<file path="config.mk">
export PLATFORM = sky130hd
export DESIGN_NAME = pc_ctrl_p
export DESIGN_NICKNAME = d
export VERILOG_FILES = /design/src/rtl/pc_ctrl_p.sv
export SDC_FILE = /design/constraint.sdc
export NUM_CORES = 1
export LEC_CHECK = 0
export CAP_MARGIN = 20
export CORE_MARGIN = 5
export CORE_UTILIZATION = 45
export DETAILED_ROUTE_END_ITERATION = 16
export GPL_ROUTABILITY_DRIVEN = 1
export PLACE_DENSITY = 0.89
export SLEW_MARGIN = 20
export SYNTH_ARGS = -nofsm -noshare
export SYNTH_HDL_FRONTEND = slang
export SYNTH_SLANG_ARGS = --single-unit
</file>
<file path="constraint.sdc">
create_clock -name clk -period 10.6 [get_ports clk]
set_input_delay 2.12 -clock clk [delete_from_list [all_inputs] [get_ports clk]]
set_output_delay 2.12 -clock clk [all_outputs]
set_load 0.01 [all_outputs]
</file>
<file path="src/rtl/pc_ctrl_p.sv">
// pc_ctrl_p: execute-stage control-flow resolver and hazard controller for
// the 5-stage RV32I pipeline.
//   - Resolves conditional branches, JAL and JALR in EX and drives the PC
//     redirect (PC_Target / PCsrc) plus IF/ID and ID/EX flushes.
//   - Detects load-use hazards against the ID instruction and sequences a
//     one-cycle RUN/STALL FSM (pc_en / ifid_en / idex_flush / stall_active).
//   - Optional saturating performance counters, built only when the macro
//     PC_CTRL_PERF_EN is defined; otherwise cnt_* are tied to zero.
// Ports:
//   clk, rst                     clock, synchronous active-high reset
//   ex_*                         EX-stage instruction attributes and operands
//   id_rs1, id_rs2               ID-stage source registers
//   PC_Target, PCsrc, pc_en      PC unit controls (combinational)
//   ifid_en, ifid_flush          IF/ID register controls (combinational)
//   idex_flush                   ID/EX register bubble insert (combinational)
//   stall_active                 FSM is in STALL
//   cnt_redirect, cnt_stall      performance counters
module pc_ctrl_p #(
    parameter int unsigned WIDTH = 32
) (
    input  logic             clk,
    input  logic             rst,
    input  logic             ex_valid,
    input  logic             ex_branch,
    input  logic             ex_jal,
    input  logic             ex_jalr,
    input  logic [2:0]       ex_funct3,
    input  logic [WIDTH-1:0] ex_rs1_val,
    input  logic [WIDTH-1:0] ex_rs2_val,
    input  logic [WIDTH-1:0] ex_pc,
    input  logic [WIDTH-1:0] ex_imm,
    input  logic             ex_memread,
    input  logic [4:0]       ex_rd,
    input  logic [4:0]       id_rs1,
    input  logic [4:0]       id_rs2,
    output logic [WIDTH-1:0] PC_Target,
    output logic             PCsrc,
    output logic             pc_en,
    output logic             ifid_en,
    output logic             ifid_flush,
    output logic             idex_flush,
    output logic             stall_active,
    output logic [31:0]      cnt_redirect,
    output logic [31:0]      cnt_stall
);

    localparam int unsigned CNT_W = 32;

    typedef enum logic {
        RUN   = 1'b0,
        STALL = 1'b1
    } state_t;

    state_t state, state_next;

    logic taken;
    logic redirect;
    logic lu;
    logic stall_enter;

    // Branch condition evaluation
    always_comb begin
        taken = 1'b0;
        case (ex_funct3)
            3'b000:  taken = (ex_rs1_val == ex_rs2_val);
            3'b001:  taken = (ex_rs1_val != ex_rs2_val);
            3'b100:  taken = ($signed(ex_rs1_val) <  $signed(ex_rs2_val));
            3'b101:  taken = ($signed(ex_rs1_val) >= $signed(ex_rs2_val));
            3'b110:  taken = (ex_rs1_val <  ex_rs2_val);
            3'b111:  taken = (ex_rs1_val >= ex_rs2_val);
            default: taken = 1'b0;
        endcase
    end

    assign redirect = ex_valid & ((ex_branch & taken) | ex_jal | ex_jalr);

    // Redirect target; sums wrap modulo 2^WIDTH, JALR clears bit 0
    always_comb begin
        if (ex_jalr) begin
            PC_Target = (ex_rs1_val + ex_imm) & ~WIDTH'(1);
        end else begin
            PC_Target = ex_pc + ex_imm;
        end
    end

    // Load in EX whose destination is read by the ID instruction
    assign lu = ex_valid & ex_memread & (ex_rd != 5'd0) &
                ((ex_rd == id_rs1) | (ex_rd == id_rs2));

    // A redirect squashes ID anyway, so it overrides the stall
    assign stall_enter = (state == RUN) & lu & ~redirect;

    // State register
    always_ff @(posedge clk) begin
        if (rst) begin
            state <= RUN;
        end else begin
            state <= state_next;
        end
    end

    // Next-state logic; STALL always lasts exactly one cycle
    always_comb begin
        state_next = state;
        case (state)
            RUN:     state_next = stall_enter ? STALL : RUN;
            STALL:   state_next = RUN;
            default: state_next = RUN;
        endcase
    end

    // Output logic
    always_comb begin
        PCsrc        = redirect;
        pc_en        = 1'b1;
        ifid_en      = 1'b1;
        ifid_flush   = redirect;
        idex_flush   = redirect;
        stall_active = (state == STALL);
        if (stall_enter) begin
            pc_en      = 1'b0;
            ifid_en    = 1'b0;
            idex_flush = 1'b1;
        end
    end

`ifdef PC_CTRL_PERF_EN
    logic [CNT_W-1:0] redirect_q;
    logic [CNT_W-1:0] stall_q;

    // Saturating event counters
    always_ff @(posedge clk) begin
        if (rst) begin
            redirect_q <= '0;
            stall_q    <= '0;
        end else begin
            if (redirect && (redirect_q != '1)) begin
                redirect_q <= redirect_q + CNT_W'(1);
            end
            if (stall_enter && (stall_q != '1)) begin
                stall_q <= stall_q + CNT_W'(1);
            end
        end
    end

    assign cnt_redirect = redirect_q;
    assign cnt_stall    = stall_q;
`else
    assign cnt_redirect = CNT_W'(0);
    assign cnt_stall    = CNT_W'(0);
`endif

endmodule

</file>
# Word level (Yosys, flattened, before mapping)

Cells that the tools add are included.
W data, S select, Z words.

Register bits after elaboration: 1
Word-level logic and storage cells: 36

$add $sub $neg: 2
Magnitude comparators: 4
Eq/ne operators: 9
Multiplexer cells: 6
Bitwise gates (word level): 12
Reductions and logical operators: 2

Operators by type and width:

| operator             | count |
|---|---|
| $add A32 B32 Y32     | 2 |
| $ge A32 B32 Y1       | 2 |
| $lt A32 B32 Y1       | 2 |
| $eq A32 B32 Y1       | 1 |
| $mux W32             | 1 |
| $ne A32 B32 Y1       | 1 |
| $eq A3 B3 Y1 const B | 4 |
| $eq A5 B5 Y1         | 2 |
| $and A1 B1 Y1        | 7 |
| $pmux W1 S6          | 1 |
| $reduce_bool A5 Y1   | 1 |
| $eq A3 B1 Y1 const B | 1 |
| $logic_not A3 Y1     | 1 |
| $mux W1              | 3 |
| $or A1 B1 Y1         | 3 |
| $not A1 Y1           | 2 |
| $pmux W1 S2          | 1 |

# Logic depth before layout (Yosys ltp)

Word-level depth: 10
Mapped depth: 12
Mapped depth without buffers: 12

# Worst setup path after synthesis

OpenSTA, ideal clock, no wires.

Kind: in2out
From: input ex_pc[0]
To: output PC_Target[26]
Arrival: 4.416 ns
Data required time: 8.480 ns
Setup slack: 4.064 ns
Stages: 12
Path buffers: 0
Path through: ha_1 -> inv_1 -> fa_1 -> nor2b_1 -> o31ai_1 -> a311oi_1 -> a221o_1 -> a41oi_1 -> a31oi_1 -> a21oi_1 -> xor2_1 -> o22ai_1

Longest elaborated chain between the ends: 2

Ends and longest elaborated chain:

| element          | RTL line | source |
|---|---|---|
| from (decl)      | 30       | `input logic [WIDTH-1:0] ex_pc,` |
| $add A32 B32 Y32 | 82       | `PC_Target = ex_pc + ex_imm;` |
| $mux W32         | 79       | `if (ex_jalr) begin` |
| to (decl)        | 36       | `output logic [WIDTH-1:0] PC_Target,` |

Every way passes these cells.

# Final worst setup path

From: input ex_imm[0]
To: output PC_Target[26]

Longest elaborated chain between the ends: 2

Ends and longest elaborated chain:

| element                             | RTL line | source |
|---|---|---|
| from (decl)                         | 31       | `input logic [WIDTH-1:0] ex_imm,` |
| $add A32 B32 Y32 (on tied branches) | 82, 80   |  |
| $mux W32 *                          | 79       |  |

Mark *: on every way between the ends. The rest lies on a longest branch, timed or not.

==> flow_summary.yaml <==
pwr:
  switching_power_w: 0.0001968
  power_leakage_nw: 3.143
  internal_power_w: 0.0002064
  swShare: 0.4881
  power_frac_seq: 0.010
  power_density_mw_per_mm2: 59.28
  clkPwrFrac: 0
  vdd_ir_drop_max_mv: 0.03407
  p_comb_frac: 0.990
worst_setup_path:
  r2r_slack_ps: 9420
  cp_num_cells: 14
  worstSetupStartpointType: "input pin"
  crit_path_top_delay_cell: "clkdlybuf4s50_1"
  critPathBufInv: 3
  crit_end: "PC_Target[26]"
  r2r_cells: 2
  worstPathCellList: "clkdlybuf4s50_1 -> ha_1 -> inv_1 -> fa_1 -> nor2b_1 -> o31ai_1 -> a311oi_1 -> a221o_1 -> a41oi_1 -> a31oi_1 -> a21oi_1 -> xor2_1 -> o22ai_1 -> clkdlybuf4s50_1"
  worstReg2RegStart: "stall_active$_SDFF_PP0_"
  arrival_ps: 5910
  crit_top_cell: "clkdlybuf4s50_1"
  cp-startpoint: "ex_imm[0]"
  crit_path_max_fanout: 4
  reg2reg_to: "stall_active$_SDFF_PP0_"
  critPathCaptureType: "primary output"
  crit_path_max_incr_delay_ps: 570
  worst-setup-path-type: "input pin to primary output"
  required_ps: 8480
  crit_family: "compound AO/OA/AOI/OAI gates"
floorplan:
  ioPinCount: 255
  core.rowCount: 38
  die_h_um: 115.6
  initial_core_util: 0.4609
  die-area_mm2: 0.01336
  core-area_mm2: 0.01089
  die-width_um: 115.6
yosys:
  yosysWarnings: 0
  synth.yosys.seq_area_share: 0.003989
  synth_seq_cells: 1
  synth_ff_type: "dfxtp_1"
  netlist_area_mm2: 0.005019
  avgSynthCellArea_um2: 6.990
  synthCells: 718
  synth_cell_type_count: 68
  async_flop_share: 0
  synth_edf_count: 0
clock_tree:
  cts_resized: 0
  clock_latency_ps: 0
  hold_buffers: 0
  cts_setup_buffers: 0
  clk_pin_slew_worst_paths_ps: 0
sta:
  finClkSkew_ps: 0
  fin_hold_ws_ps: 579.9
  final_hold_viol_count: 0
  max_freq_mhz: 124.6
  final_max_slew_viol_count: 0
  worstMarginPinSlew_ps: 770.7
  finalCritPeriodShare: 0.7573
  slew_headroom: 0.4856
  setup_viol: 0
  rsz0062_at_grt: "no"
  tns_ps: 0
  post-route-min-period_ps: 8027
global_routing:
  gr-total-overflow: 0
  grt_pass1_wl_um: 24310
  grt_pass1_vias: 5243
  grt_usage: 0.2185
  grt_max_degree: 55
  antenna_found_initial: 0
final_layout:
  drive_gt1_frac: 0.01339
  diodes: 0
  largest_reg_flops: 1
  syn2layout_area_growth_pct: 35.50
  nNetsFinal: 1146
placement:
  routabilityCongestion: 0.9469
  portBuffers: 190
  hpwl_um: 14160
detailed_routing:
  drt-total-wl_um: 15920
  first_pass_iters: 6
  drt-vias-per-instance: 5.428
  first_iter_violations: 288
  drc: 0
  vias: 5623
  final_antenna_net_count: 0
  post_drt_wl_per_cell_um: 15.37
run:
  cap_viol_max_count: 0
run_status:
  status: "completed"
worst_hold_path:
  hold_path.class: "flop to flop"
## synth_stat cells, drive strengths merged (8+ instances only)
master | count | share of area
mux2i | 8 | 0.016
buf | 66 | 0.099
clkbuf | 10 | 0.0077
a21oi | 74 | 0.074
o21a | 13 | 0.019
xnor2 | 29 | 0.051
nand4 | 14 | 0.017
xor2 | 29 | 0.051
a31oi | 8 | 0.010
o21ai | 46 | 0.047
a21o | 24 | 0.036
nor2 | 49 | 0.037
nand3 | 22 | 0.022
nand2 | 54 | 0.040
nor3 | 13 | 0.014
nor2b | 10 | 0.012
inv | 50 | 0.037
nand2b | 12 | 0.015
ha | 93 | 0.23
## through the flow
step	instances	util	instance area [um2]	total power [W]	setup slack [ps]
floorplan	781	-	5255	0.0002540	4064
global placement	1036	0.6246	6800	0.0003937	2715
detailed placement	1036	0.6246	6800	0.0003985	2650
CTS	1036	0.6246	6800	0.0004009	2616
global route	1036	0.6246	6800	0.0004410	2266
finish	1036	0.6246	6800	0.0004031	2573
## worst min-delay path: stages, from the launching register on
cell	delay (ps)
dfxtp_1	300
or4_1	160
a211oi_1	60
## cell type report
class	instances	area [um2]
sequential	1	20.02
fill	952	4088
tap	140	175.2
inverter	50	187.7
timing repair buffer	191	1904
multi-input combinational	654	4513
## metal layers
layer  vias to the layer above  global-route usage  wire length, um
met2                       243              0.3916             7583
met1                      2510              0.2767             6594
met4                         0             0.05477              399
li1                       2846                   -                -
met3                        24             0.02715             1344
met5                         -                   0                0
## logic make-up (layout without fill, tap and decap cells)
logic type	count (synthesis)	count (layout)	share of synthesized area
compound gates	222	222	0.2867
xor+xnor	58	58	0.1012
fa+ha+maj	95	95	0.2398
buf+inv	126	241	0.1439
flops	1	1	0.003989
mux	9	9	0.01820
other cells	1	64	0.0007472
simple gates	206	206	0.2054
## worst min path at each step
stage                                        from                      end  slack (ps)  depth (start not counted)
final                     stall_active$_SDFF_PP0_  stall_active$_SDFF_PP0_         580                          2
after global routing      stall_active$_SDFF_PP0_  stall_active$_SDFF_PP0_         650                          2
after CTS                 stall_active$_SDFF_PP0_  stall_active$_SDFF_PP0_         590                          2
after detailed placement  stall_active$_SDFF_PP0_  stall_active$_SDFF_PP0_         590                          2
after global placement    stall_active$_SDFF_PP0_  stall_active$_SDFF_PP0_         580                          2
after floorplan           stall_active$_SDFF_PP0_  stall_active$_SDFF_PP0_         620                          2
## power by group through the flow
stage / clock [W] / combinational, W / sequential [W]
2_1_floorplan: 0 / 0.000250 / 0.00000386
3_3_place_gp: 0 / 0.000390 / 0.00000386
3_5_place_dp: 0 / 0.000395 / 0.00000386
4_1_cts: 0 / 0.000397 / 0.00000386
5_1_grt: 0 / 0.000437 / 0.00000386
6_report: 0 / 0.000399 / 0.00000386
## cells in the final DEF (no fill, tap or decap), types with 3 or more instances in the layout
cell type and count:
o31ai_1 5, o21ai_1 4, a21oi_1 74, nand4_1 14, a311oi_1 3, o21ai_0 41
nor3b_1 4, o31a_1 3, a21o_1 24, conb_1 64, xnor2_1 29, clkdlybuf4s50_1 189
nand2b_1 12, and2_1 4, o211ai_1 3, nor4b_1 3, a211o_1 3, nor2_1 49
o21a_1 13, and3_1 3, xor2_1 29, o22ai_1 4, o21bai_1 5, mux2i_1 8
a21boi_0 4, a31oi_1 8, a211oi_1 5, nand3_1 22, inv_1 50, nor2b_1 10
ha_1 93, nand2_1 54, or3_1 6, a2111o_1 3, nor3_1 12
Note: power is estimated with default switching activity, not from simulation.
